===== config.mk =====
export PLATFORM = sky130hd
export DESIGN_NAME = positron_layer_serializer
export DESIGN_NICKNAME = d
export VERILOG_FILES = /design/src/rtl/positron_layer_serializer.sv
export SDC_FILE = /design/constraint.sdc
export NUM_CORES = 1
export LEC_CHECK = 0
export CAP_MARGIN = 20
export CORE_AREA = 2 2 96 98
export DETAILED_ROUTE_END_ITERATION = 16
export DIE_AREA = 0 0 98 100
export PLACE_DENSITY = 0.76
export SETUP_SLACK_MARGIN = 0.02
export SKIP_LAST_GASP = 1
export SYNTH_ARGS = -nofsm -noshare
export SYNTH_HDL_FRONTEND = slang
export SYNTH_SLANG_ARGS = --single-unit
export TNS_END_PERCENT = 50

===== constraint.sdc =====
create_clock -name clk -period 1.4 [get_ports clk]
set_input_delay 0.14 -clock clk [delete_from_list [all_inputs] [get_ports clk]]
set_output_delay 0.14 -clock clk [all_outputs]
set_load 0.01 [all_outputs]

===== src/rtl/positron_layer_serializer.sv =====
// Collects one posit per upstream positron lane and replays them as one framed sow/eow window.
// Optional macro POSITRON_SER_DOUBLE_BUFFER_EN adds a second bank so collection continues during SEND.
module positron_layer_serializer #(
  parameter int POSIT_WIDTH  = 4,
  parameter int NB_POSITRONS = 16
) (
  input  logic                                 clk,
  input  logic                                 rst_n,
  output logic [NB_POSITRONS-1:0]              rtr_o,
  input  logic [NB_POSITRONS-1:0]              rts_i,
  input  logic [NB_POSITRONS-1:0]              eow_i,
  input  logic [NB_POSITRONS*POSIT_WIDTH-1:0]  posit_i,
  input  logic                                 rtr_i,
  output logic                                 rts_o,
  output logic                                 sow_o,
  output logic                                 eow_o,
  output logic [POSIT_WIDTH-1:0]               posit_o,
  output logic                                 busy_o
);

  localparam int IDX_W = $clog2(NB_POSITRONS);
  localparam logic [IDX_W-1:0] LAST_IDX = IDX_W'(NB_POSITRONS - 1);
`ifdef POSITRON_SER_DOUBLE_BUFFER_EN
  localparam int NB_BANKS = 2;
`else
  localparam int NB_BANKS = 1;
`endif

  typedef enum logic {COLLECT, SEND} state_t;

  state_t                                 state_reg, state_next;
  logic [IDX_W-1:0]                       idx_reg, idx_next;
  logic                                   collect_bank, send_bank;
  logic                                   capture_en, collect_full, clear_send, xfer;
  logic [NB_POSITRONS-1:0]                capture, collect_lanes;
  logic [NB_BANKS-1:0][NB_POSITRONS-1:0]  bank_full;
  logic [POSIT_WIDTH-1:0]                 bank_word [NB_BANKS];
  logic [POSIT_WIDTH-1:0]                 send_word;

`ifdef POSITRON_SER_DOUBLE_BUFFER_EN
  logic swap;
  logic collect_bank_reg;

  // The collect bank never closes; banks trade roles whenever a full bank is handed to SEND.
  always_ff @(posedge clk or negedge rst_n) begin
    if (!rst_n)
      collect_bank_reg <= 1'b0;
    else if (swap)
      collect_bank_reg <= ~collect_bank_reg;
  end

  assign collect_bank = collect_bank_reg;
  assign send_bank    = ~collect_bank_reg;
  assign capture_en   = 1'b1;
`else
  assign collect_bank = 1'b0;
  assign send_bank    = 1'b0;
  assign capture_en   = (state_reg == COLLECT);
`endif

  always_comb begin
    collect_lanes = '0;
    send_word     = '0;
    for (int b = 0; b < NB_BANKS; b++) begin
      if (1'(b) == collect_bank) collect_lanes = bank_full[b];
      if (1'(b) == send_bank)    send_word     = bank_word[b];
    end
  end

  assign collect_full = &collect_lanes;
  assign rtr_o        = capture_en ? ~collect_lanes : '0;
  assign capture      = rts_i & eow_i & rtr_o;
  assign xfer         = (state_reg == SEND) & rtr_i;

  for (genvar gi = 0; gi < NB_BANKS; gi++) begin : g_bank
    logic [NB_POSITRONS-1:0] full_reg;
    logic [POSIT_WIDTH-1:0]  mem [NB_POSITRONS];

    // Clearing has priority; it only ever targets the bank that is not collecting.
    always_ff @(posedge clk or negedge rst_n) begin
      if (!rst_n)
        full_reg <= '0;
      else if (clear_send && (send_bank == 1'(gi)))
        full_reg <= '0;
      else if (collect_bank == 1'(gi))
        full_reg <= full_reg | capture;
    end

    always_ff @(posedge clk) begin
      for (int i = 0; i < NB_POSITRONS; i++) begin
        if ((collect_bank == 1'(gi)) && capture[i])
          mem[i] <= posit_i[i*POSIT_WIDTH +: POSIT_WIDTH];
      end
    end

    assign bank_full[gi] = full_reg;
    assign bank_word[gi] = mem[idx_reg];
  end

  always_ff @(posedge clk or negedge rst_n) begin
    if (!rst_n) begin
      state_reg <= COLLECT;
      idx_reg   <= '0;
    end else begin
      state_reg <= state_next;
      idx_reg   <= idx_next;
    end
  end

  always_comb begin
    state_next = state_reg;
    idx_next   = idx_reg;
    clear_send = 1'b0;
`ifdef POSITRON_SER_DOUBLE_BUFFER_EN
    swap       = 1'b0;
`endif
    case (state_reg)
      COLLECT: begin
        if (collect_full) begin
          state_next = SEND;
`ifdef POSITRON_SER_DOUBLE_BUFFER_EN
          swap       = 1'b1;
`endif
        end
      end
      SEND: begin
        if (xfer) begin
          if (idx_reg == LAST_IDX) begin
            idx_next   = '0;
            clear_send = 1'b1;
`ifdef POSITRON_SER_DOUBLE_BUFFER_EN
            if (collect_full)
              swap = 1'b1;
            else
              state_next = COLLECT;
`else
            state_next = COLLECT;
`endif
          end else begin
            idx_next = idx_reg + 1'b1;
          end
        end
      end
      default: state_next = COLLECT;
    endcase
  end

  assign rts_o   = (state_reg == SEND);
  assign busy_o  = (state_reg == SEND);
  assign sow_o   = (state_reg == SEND) && (idx_reg == '0);
  assign eow_o   = (state_reg == SEND) && (idx_reg == LAST_IDX);
  assign posit_o = (state_reg == SEND) ? send_word : '0;

endmodule


# Word-level counts from Yosys, hierarchy flattened
# Memory sizes are Yosys's and may differ from the RTL's.
# Cells that the tools add are included.
# W data, S select, Z words.
[op_classes]
bitwise_logic = 6
n_addsub = 1
n_eq_ne = 1
n_mux = 43
reduce_logical = 5
[ops]
columns = ["op", "n"]
rows = [
  ["$mux W1", 38],
  ["$and A16 B16 Y16", 2],
  ["$mux W16", 2],
  ["$not A16 Y16", 1],
  ["$or A16 B16 Y16", 1],
  ["$reduce_and A16 Y1", 1],
  ["$mux W4", 2],
  ["$add A4 B1 Y4 const B", 1],
  ["$eq A4 B4 Y1 const B", 1],
  ["$logic_not A4 Y1", 1],
  ["$logic_and A1 B1 Y1", 2],
  ["$pmux W1 S2", 1],
  ["$reduce_and A2 Y1", 1],
  ["$and A1 B1 Y1", 1],
  ["$not A1 Y1", 1],
]
[word_totals]
reg_bits = 21
in_bits = 99
ram_bits = 64
n_memories = 1
output_inout_bits = 24
[memory_table]
columns = ["name", "depth", "word_bits", "rd", "rd_ports_with_merged_regs", "wr", "line_no", "text"]
rows = [
  ["g_bank[0].mem", 16, 4, 1, 0, 16, "77", "logic [POSIT_WIDTH-1:0] mem [NB_POSITRONS];"],
]

# Logic depth before layout (Yosys ltp)
# Gate-level depths: netlist of run 1.
[logic_depth]
word_depth = 5
mapped_depth = 6

# Worst setup path after synthesis of run 1
# No wires, ideal clock.
[synth_timing]
path_type = "register to output"
start = "reg idx_reg[0]"
end = "out posit_o[2]"
stages_incl_launch_ff = 6
required_ns = 1.260
setup_slack_ns = -0.076
path_buffers = 2
arrival_time_ns = 1.336
path_cell_list = "dfrtp_1 > buf_6 > buf_12 > mux4_2 > mux2i_1 > o21bai_1"
[synth_between]
elab_chain_cells = 2
[synth_lines]
columns = ["element", "line_no", "text"]
rows = [
  ["from (decl)", "32", "logic [IDX_W-1:0] idx_reg, idx_next;"],
  ["from (signal assigned)", "106", "idx_reg <= idx_next;"],
  ["$mem_v2 Z16 W4", "n/a", ""],
  ["$mux W4", "152", "assign posit_o = (state_reg == SEND) ? send_word : '0;"],
  ["to (decl)", "17", "output logic [POSIT_WIDTH-1:0] posit_o,"],
]
# Every way passes these cells.

# Final worst setup path of run 1
[layout_timing]
start = "reg idx_reg[0]"
end = "out posit_o[1]"
# Same word-level chain as after synthesis.

==> results of run 1 <==
[worst max-delay path, cell delays in order (launching register included)]
cell	delay [ps]
dfrtp_1	420
buf_6	150
buf_6	90
mux4_2	500
mux2i_1	150
o21ai_1	100
buf_2	140
[stage by stage]
| stage | hold slack, ps | power (mW) |
|---|---|---|
| 2_1_floorplan | -156 | 4.91 |
| 3_3_place_gp | 498 | 6.25 |
| 3_5_place_dp | 501 | 6.32 |
| 4_1_cts | 113 | 8.66 |
| 5_1_grt | 134 | 9.76 |
| 6_report | 118 | 9.32 |
[cell families after synthesis]
kind of cell,share of synthesized area
buffers and inverters,0.0256
flip-flops,0.695
AND/OR/NAND/NOR,0.0853
adder cells (fa/ha/maj),0.00710
AO/OA/AOI/OAI,0.0735
XOR/XNOR,0.00249
multiplexers,0.111
[path summary, 6_finish.rpt]
| path | from | to | slack, ps | cells after the start |
|---|---|---|---|---|
| setup / recovery | idx_reg[0] | posit_o[1] | -650 | 6 |
| hold / removal | rst_n | bank_full[3] | 120 | 2 |
| setup reg to reg | idx_reg[0] | busy_o | -200 | 8 |
| hold reg to reg | bank_full[14] | bank_full[14] | 560 | 1 |
| max in group asynchronous | rst_n | idx_reg[1] | 1030 | 2 |
| min in group clk | posit_i[37] | g_bank[0].mem[9][1] | 330 | 1 |
[routing by layer]
layer	up-vias	track usage	routed length [um]
met5	-	0	0
met4	0	0.0609	201
met3	19	0.0648	827
met2	124	0.350	5190
met1	1287	0.230	3590
li1	1193	-	-
[cell type report]
class,count,share of cell area
clock buffer,9,0.0214
clock inverter,7,0.0219
inverter,2,0.00173
multi-input combinational,118,0.217
sequential,85,0.424
tap,111,0.0240
timing repair buffer,169,0.290
[layout by cell type, fill, tap and decap left out, types with 8 or more instances in the layout]
cell	n
mux2i_1	8
clkdlybuf4s50_1	98
nor2_4	15
and3_4	11
edfxtp_1	64
mux4_2	9
buf_6	27
clkbuf_8	9
buf_4	29
dfrtp_1	20
o22a_1	17
buf_2	8
[repair_timing]
item	CTS	global route
resized for setup	143	58
buffers inserted	8	7
pin swaps	3	21
cloned	2	1
setup endpoints to repair	72	109
[Yosys cell counts]
| master | instances | area share |
|---|---|---|
| nor2b_1 | 3 | 0.0053 |
| xnor2_1 | 1 | 0.0025 |
| nor2_1 | 20 | 0.021 |
| ha_1 | 2 | 0.0071 |
| o22a_1 | 17 | 0.042 |
| inv_1 | 2 | 0.0021 |
| buf_4 | 2 | 0.0043 |
| buf_12 | 1 | 0.0057 |
| o21bai_1 | 2 | 0.0043 |
| nand2b_1 | 2 | 0.0036 |
| nand2_1 | 4 | 0.0043 |
| buf_6 | 1 | 0.0032 |
| edfxtp_1 | 64 | 0.55 |
| o41ai_1 | 1 | 0.0025 |
| mux4_2 | 6 | 0.038 |
| a211oi_1 | 2 | 0.0043 |
| a221oi_1 | 2 | 0.0050 |
| nor3_1 | 1 | 0.0014 |
| o21ai_0 | 2 | 0.0028 |
| mux2i_1 | 8 | 0.023 |
| mux2_2 | 4 | 0.013 |
| o21ai_1 | 4 | 0.0057 |
| nand3_1 | 3 | 0.0043 |
| dfrtp_1 | 21 | 0.15 |
| o22ai_1 | 1 | 0.0018 |
| a21o_1 | 1 | 0.0021 |
| and3_1 | 16 | 0.028 |
| nor4_1 | 2 | 0.0036 |
| mux4_1 | 5 | 0.037 |
| nor3b_1 | 2 | 0.0043 |
| a21oi_1 | 2 | 0.0028 |
| clkbuf_1 | 3 | 0.0032 |
| and2_1 | 1 | 0.0018 |
| nand4_1 | 4 | 0.0071 |
| buf_2 | 5 | 0.0071 |
[power by group through the flow]
| stage | registers (mW) | logic, mW | clock network, mW |
|---|---|---|---|
| 4_1_cts | 3.29 | 3.22 | 2.15 |
| 2_1_floorplan | 3.22 | 1.68 | 0 |
| 3_3_place_gp | 3.30 | 2.95 | 0 |
| 6_report | 3.37 | 3.82 | 2.13 |
| 5_1_grt | 3.41 | 4.11 | 2.24 |
| 3_5_place_dp | 3.30 | 3.02 | 0 |
==> flow_summary.html, run 1 <==
<table>
<tr><th>Metric</th><th>Value</th></tr>
<tr><th colspan="2">Worst setup path</th></tr>
<tr><td>Startpoint type of the worst setup path</td><td>flop</td></tr>
<tr><td>Kind of capture point of the worst setup path</td><td>output port</td></tr>
<tr><td>Worst EP arrival</td><td>about 1900 ps</td></tr>
<tr><td>Required @ worst endpoint</td><td>1260 ps</td></tr>
<tr><td>Crit path kind</td><td>flop to output port</td></tr>
<tr><td>Critical-path maximum fanout</td><td>5</td></tr>
<tr><th colspan="2">Routing</th></tr>
<tr><td>Via density per instance</td><td>roughly 5.2</td></tr>
<tr><td>Vias</td><td>2,623</td></tr>
<tr><td>Post-detailed-routing wire length</td><td>about 9.8 mm</td></tr>
<tr><td>Mean routed wirelength per cell</td><td>~20 um</td></tr>
<tr><td>Number of remaining DRC errors</td><td>0</td></tr>
<tr><td>Total iterations of the first detailed-routing run</td><td>4</td></tr>
<tr><td>Post-DRT Antenna Nets</td><td>0</td></tr>
<tr><td>Iter 0 DRT Violations</td><td>98</td></tr>
<tr><th colspan="2">Cells and area</th></tr>
<tr><td>Area Growth Syn to Fin</td><td>64.1%</td></tr>
<tr><td>Antenna cell count</td><td>0</td></tr>
<tr><td>Final core occ</td><td>0.650</td></tr>
<tr><td># nets final</td><td>486</td></tr>
<tr><td>Combined flip-flop and latch cell area</td><td>roughly 2400 sq um</td></tr>
<tr><td>Share of final-layout standard cells stronger than drive strength 1</td><td>0.369</td></tr>
<tr><td>Max reg flops</td><td>64</td></tr>
<tr><td>Number of standard cells in the final layout excluding fillers</td><td>about 500</td></tr>
<tr><td>Fill cells</td><td>598</td></tr>
<tr><td>Total non-filler cell area in the finished layout</td><td>approximately 5800 sq um</td></tr>
<tr><td>Multi-input logic area</td><td>about 1300 sq um</td></tr>
<tr><th colspan="2">Pwr</th></tr>
<tr><td>Combinational group share of total power</td><td>0.410</td></tr>
<tr><td>Power density of the placed cells</td><td>roughly 1600 nW/um^2</td></tr>
<tr><td>Sequential share of power</td><td>0.362</td></tr>
<tr><td>Share of total power consumed by net switching</td><td>0.313</td></tr>
<tr><td>Power share of the clock group</td><td>0.228</td></tr>
<tr><td>Max IR drop VDD</td><td>about 830 uV</td></tr>
<tr><td>Cell-internal power</td><td>between 6 and 7 mW</td></tr>
<tr><td>Net switching power figure</td><td>about 2.9 mW</td></tr>
<tr><td>Standby leakage power</td><td>roughly 2.1 nW</td></tr>
<tr><th colspan="2">Placement</th></tr>
<tr><td>Worst slack after detailed placement</td><td>-678 ps</td></tr>
<tr><td>Post-detailed-placement cell area</td><td>a little over 5000 sq um</td></tr>
<tr><td>Weighted congestion reported at the end of routability-driven placement</td><td>0.836</td></tr>
<tr><td>Buffers on Ports</td><td>122</td></tr>
<tr><td>Placed wire-length estimate after detailed placement</td><td>7.00 mm</td></tr>
<tr><td>Placed instance count</td><td>about 470</td></tr>
<tr><th colspan="2">STA</th></tr>
<tr><td>Post-route fraction of the period consumed by the critical path</td><td>1.47</td></tr>
<tr><td>Finish-stage setup viols</td><td>63</td></tr>
<tr><td>Worst-margin pin slew</td><td>roughly 340 ps</td></tr>
<tr><td>Number of pins with negative max-slew slack in the final report</td><td>0</td></tr>
<tr><td>Sum of negative setup slack</td><td>-8310 ps</td></tr>
<tr><td>Skew final</td><td>around 13 ps</td></tr>
<tr><td>Final min period</td><td>between 2000 and 2500 ps</td></tr>
<tr><td>Fmax achieved</td><td>a little under 0.5 GHz</td></tr>
<tr><td>Relative max-transition margin</td><td>0.773</td></tr>
<tr><td>RSZ-0062 raised after global routing</td><td>true</td></tr>
<tr><td>Worst Setup Slack, final</td><td>-652 ps</td></tr>
<tr><td>Final count of hold timing violations</td><td>0</td></tr>
<tr><th colspan="2">Worst hold path</th></tr>
<tr><td>Hold Crit Class</td><td>input port to async pin</td></tr>
<tr><th colspan="2">Global routing</th></tr>
<tr><td>Global-route wire length before repair</td><td>approximately 14 mm</td></tr>
<tr><td>Remaining global-route overflow</td><td>0</td></tr>
<tr><td>Number of antenna violations at the first check in global routing</td><td>0</td></tr>
<tr><td>Global-route usage over all layers</td><td>0.198</td></tr>
<tr><td>Maximum number of pins on one net before global-route repair</td><td>22</td></tr>
<tr><td>Number of global-route vias before repair</td><td>around 2,800</td></tr>
<tr><th colspan="2">Die</th></tr>
<tr><td>Die Ht</td><td>around 100 um</td></tr>
<tr><td>Width of the die</td><td>between 90 and 100 um</td></tr>
<tr><td>Starting density of the core</td><td>0.396</td></tr>
<tr><td>I/O pins</td><td>123</td></tr>
<tr><td>Number of rows in the core area</td><td>35</td></tr>
<tr><td>Placeable Area</td><td>slightly below 9000 sq um</td></tr>
<tr><td>Die Footprint</td><td>9800 sq um</td></tr>
<tr><th colspan="2">Clock tree</th></tr>
<tr><td>Clock-pin slew on the worst setup and hold paths</td><td>90 ps</td></tr>
<tr><td>Number of CTS-inserted buffers</td><td>9</td></tr>
<tr><td>Max H-tree Level</td><td>3</td></tr>
<tr><td>Clk sink count</td><td>between 80 and 90</td></tr>
<tr><td>Buffer levels on the longest clock path</td><td>2</td></tr>
<tr><td>Root cell of the clock tree</td><td>clkbuf_8</td></tr>
<tr><td>Number of hold buffers added after cts</td><td>0</td></tr>
<tr><td>CTS tree</td><td>built</td></tr>
<tr><td>Latest clock arrival within the worst-skew pair</td><td>360 ps</td></tr>
<tr><th colspan="2">Run status</th></tr>
<tr><td>Failing checks</td><td>negative setup slack</td></tr>
<tr><td>Run status</td><td>finished, violations left</td></tr>
<tr><th colspan="2">Synth</th></tr>
<tr><td>Number of warnings reported in the yosys synthesis log</td><td>0</td></tr>
<tr><td>Number of flip-flops and latches in the synthesized netlist</td><td>85</td></tr>
<tr><td>Per-instance average area after synthesis</td><td>approximately 16 sq um</td></tr>
<tr><td>Number of unique standard cell types used by synthesis</td><td>35</td></tr>
<tr><td>Mapped Area</td><td>3520 sq um</td></tr>
<tr><td>Sequential cell area fraction in the yosys report</td><td>0.695</td></tr>
<tr><td>Cells after synthesis</td><td>~220</td></tr>
<tr><td>Synth Net Count</td><td>318</td></tr>
<tr><th colspan="2">Run</th></tr>
<tr><td>Max-cap check violation count</td><td>0</td></tr>
</table>
Note: power is estimated with default switching activity, not from simulation.
==> inputs of run 2 (changes only) <==
--- a/config.mk
+++ b/config.mk
@@ -5,6 +5,7 @@
 export SDC_FILE = /design/constraint.sdc
 export NUM_CORES = 1
 export LEC_CHECK = 0
+export ABC_CLOCK_PERIOD_IN_PS = 1400
 export CAP_MARGIN = 20
 export CORE_AREA = 2 2 96 98
 export DETAILED_ROUTE_END_ITERATION = 16
==> results of run 2 <==
Same layout as run 1: the final DEF is identical, and so are final timing and power.
==> RTL change 1: new RTL, flow settings as in run 1 <==
Change the parameter `POSIT_WIDTH` from 4 to 5.
--- a/src/rtl/positron_layer_serializer.sv
+++ b/src/rtl/positron_layer_serializer.sv
@@ -1,7 +1,7 @@
 // Collects one posit per upstream positron lane and replays them as one framed sow/eow window.
 // Optional macro POSITRON_SER_DOUBLE_BUFFER_EN adds a second bank so collection continues during SEND.
 module positron_layer_serializer #(
-  parameter int POSIT_WIDTH  = 4,
+  parameter int POSIT_WIDTH  = 5,
   parameter int NB_POSITRONS = 16
 ) (
   input  logic                                 clk,
Interface: changed (resized posit_i and posit_o); port bits go from 123 to 140. No check against the original RTL was run, so the function may have changed too.
==> RTL change 1 against run 1 <==
The flow still finishes with violations (setup timing). First-iteration DRC count rose by 120%. Sequential cell count rose by 16. Area after synthesis rose by 18%. Hold slack got worse by 7.4 ps. Routed wire length rose by 29%. Setup slack got worse by 150 ps. Power rose by 17%. Cell area rose by 17%. Critical path type unchanged. Critical endpoint unchanged.
==> RTL change 1: results <==
export IMPL_status="complete, but fails checks"
export IMPL_violations="setup timing"
export IMPL_dpl_cell_count=532
export IMPL_worst_r2r_path_depth=9
export IMPL_io_buffer_count=139
export IMPL_largest_reg_flops=80
export IMPL_synth_edf_count=80
export IMPL_slew_headroom=0.7424
export IMPL_clkLatencyLatePin_ps=380
export IMPL_num_nets_final=577
export IMPL_m1WireLength_um=4508
export IMPL_critical_path_top_delay_family="buffers and inverters"
export IMPL_drtPass1Iterations=5
export IMPL_async_reset_ff_frac=0.2079
export IMPL_ys_types=32
export IMPL_rr_endpoint="idx_reg[0]"
export IMPL_crit_arrival_ps=2060
export IMPL_gp_congestion=0.9391
export IMPL_route_met3_wl_um=950
export IMPL_synth_commonest_cells="80 x edfxtp_1, 24 x mux2i_1, 21 x dfrtp_1"
export IMPL_setup_viol=126
export IMPL_multi_input_area_um2=1419
export IMPL_synth_compound_gate_area_share=0.07892
export IMPL_drt_wl_total_um=12610
export IMPL_synth_xor_area_frac=0.002108
export IMPL_synthMuxAreaShare=0.1102
export IMPL_num_multi_input_gates=135
export IMPL_post_drt_via_cell_ratio=5.542
export IMPL_use_met1=0.2848
export IMPL_wl_per_cell_um=21.90
export IMPL_dpl_cell_area_um2=5967
export IMPL_final_fill_count=516
export IMPL_fin_ws_ps=-800.9
export IMPL_critPathMaxFanout=3
export IMPL_syn_nets=370
export IMPL_synthAdderAreaFrac=0.006024
==> RTL change 1: cell types whose count changed in the layout (fill, tap and decap cells not counted), sizes merged, moves of 3 or more <==
cell           before  now
buf                70   95
clkdlybuf4s50      98  114
edfxtp             64   80
mux2i               8   24
a221oi              2    8
a22oi               0    5
nand2               4    8
o21ai               6   10
mux2                4    1
mux4               11    8
==> RTL change 1: worst max path at each step <==
stage                            end  slack [ps]  depth (start not counted)
after floorplan           posit_o[2]         -70                          5
after global placement    posit_o[2]        -690                          5
after detailed placement  posit_o[4]        -750                          7
after CTS                 posit_o[1]        -770                          7
after global routing      posit_o[1]        -850                          8
final                     posit_o[1]        -800                          7
==> RTL change 1: what timing repair did <==
item	CTS	global route
setup endpoints to repair	115	126
gates resized for setup	198	34
buffers inserted	21	12
pin swaps	28	20
cloned	2	0
==> RTL change 1: power breakdown <==
part	internal (uW)	leakage, uW	switching [uW]	total (uW)
sequential	3550	0.000937	360	3910
clock	854	0.000103	1060	1920
combinational	2790	0.00147	2320	5110
==> RTL change 2: new RTL, settings of run 1 <==
Without the edit above. Register the input `eow_i` before use, with the module's reset. The logic sees it one clock later. The other inputs are not delayed to match.
--- a/src/rtl/positron_layer_serializer.sv
+++ b/src/rtl/positron_layer_serializer.sv
@@ -27,6 +27,16 @@
 `endif
 
   typedef enum logic {COLLECT, SEND} state_t;
+
+  logic [NB_POSITRONS-1:0] eow_q;
+
+  always_ff @(posedge clk or negedge rst_n) begin
+    if (!rst_n) begin
+      eow_q <= '0;
+    end else begin
+      eow_q <= eow_i;
+    end
+  end
 
   state_t                                 state_reg, state_next;
   logic [IDX_W-1:0]                       idx_reg, idx_next;
@@ -69,7 +79,7 @@
 
   assign collect_full = &collect_lanes;
   assign rtr_o        = capture_en ? ~collect_lanes : '0;
-  assign capture      = rts_i & eow_i & rtr_o;
+  assign capture      = rts_i & eow_q & rtr_o;
   assign xfer         = (state_reg == SEND) & rtr_i;
 
   for (genvar gi = 0; gi < NB_BANKS; gi++) begin : g_bank
Function: changed (a bounded check fails within 4 cycles, from zero or initial values and one cycle with rst_n low).
==> RTL change 2 against run 1 <==
Via count rose by 2.0%. Count of clock-buffer cells in the layout is 1 higher. The flow still finishes with violations (setup timing). Area after synthesis up 11%. First-iteration DRC count is 4.1% higher. Setup slack gained 88 ps. Register-to-register slack better by 100 ps. Power grew 9.7%. Sequential cell count increased by 16. Cell area up 2.9%. Routed wire length fell by 0.91%. Synthesized cell count grew 7.4%.
==> RTL change 2: results <==
export IMPL_finClkSkew_ps=13.21
export IMPL_met2_wirelength_um=5193
export IMPL_synth_xor_area_frac=0.004474
export IMPL_num_multi_input_gates=119
export IMPL_max_stage_delay_ps=480
export IMPL_clk_share=0.02905
export IMPL_async_reset_ff_frac=0.3663
export IMPL_rr_endpoint="g_bank[0].mem[11][3]"
export IMPL_dpl_cell_area_um2=5391
export IMPL_dpl_cell_count=477
export IMPL_p_leak_uw=0.002218
export IMPL_violations="setup timing"
export IMPL_final_cells=506
export IMPL_route_met3_wl_um=607
export IMPL_synthTopCellsByArea="edfxtp_1 49%, dfrtp_1 24%, mux4_1 4.0%, o22a_1 3.6%, mux4_2 3.5%"
export IMPL_drtPass1Iterations=6
export IMPL_syn_nets=334
export IMPL_pwr_density_cell_nw_per_um2=1720
export IMPL_synthAdderAreaFrac=0.006392
export IMPL_clkbuf_count=10
export IMPL_grt_usage=0.2017
export IMPL_synth_commonest_cells="64 x edfxtp_1, 37 x dfrtp_1, 26 x nor2_1"
export IMPL_worst_r2r_path_depth=5
export IMPL_drt_iter0_drc=102
export IMPL_use_met1=0.2466
export IMPL_gr_usage_met3=0.04666
export IMPL_slew_headroom=0.6779
export IMPL_tns_ps=-5746
export IMPL_buffer_area_frac=0.2652
export IMPL_wl_per_cell_um=19.19
export IMPL_fin_hold_ws_ps=202.4
export IMPL_fin_ws_ps=-564.8
export IMPL_reg2reg_from="busy_o"
export IMPL_grt_pass1_vias=2788
export IMPL_critPathMaxFanout=6
export IMPL_status="complete, but fails checks"
export IMPL_synthMuxAreaShare=0.1083
export IMPL_synth_compound_gate_area_share=0.05529
export IMPL_multi_input_area_um2=1190
export IMPL_drive_above_1_share=0.3342
export IMPL_setup_viol=65
export IMPL_via_count=2676
export IMPL_hpwlAfterDp_um=7014
export IMPL_final_core_util=0.6687
export IMPL_ys_types=29
export IMPL_num_nonclk_buffers=157
export IMPL_final_fill_count=617
export IMPL_max_vdd_ir_drop_mv=0.9823
## RTL change 2: changes by cell type after synthesis, sizes merged, moves of 3 or more
cell	delta
dfrtp	+16
nor2	+6
nand2	+5
o21ai	-5
a21oi	+4
mux2i	+4
clkbuf	-3
mux2	-3
o22ai	+3
## RTL change 2: repair_timing
item,CTS,global route
setup endpoints to repair,96,109
gates resized for setup,154,39
hold buffers,1,0
endpoints found under the hold margin,37,0
buffers inserted,8,4
cloned,3,1
pin swaps,11,12
## RTL change 2: power by group through the flow
stage | registers [uW] | logic (uW) | clock network [uW]
after floorplan | 3910 | 1970 | 0
after global placement | 4000 | 3350 | 0
after detailed placement | 4020 | 3430 | 0
after CTS | 4030 | 3880 | 1680
after global routing | 4150 | 4780 | 1810
final | 4080 | 4490 | 1650
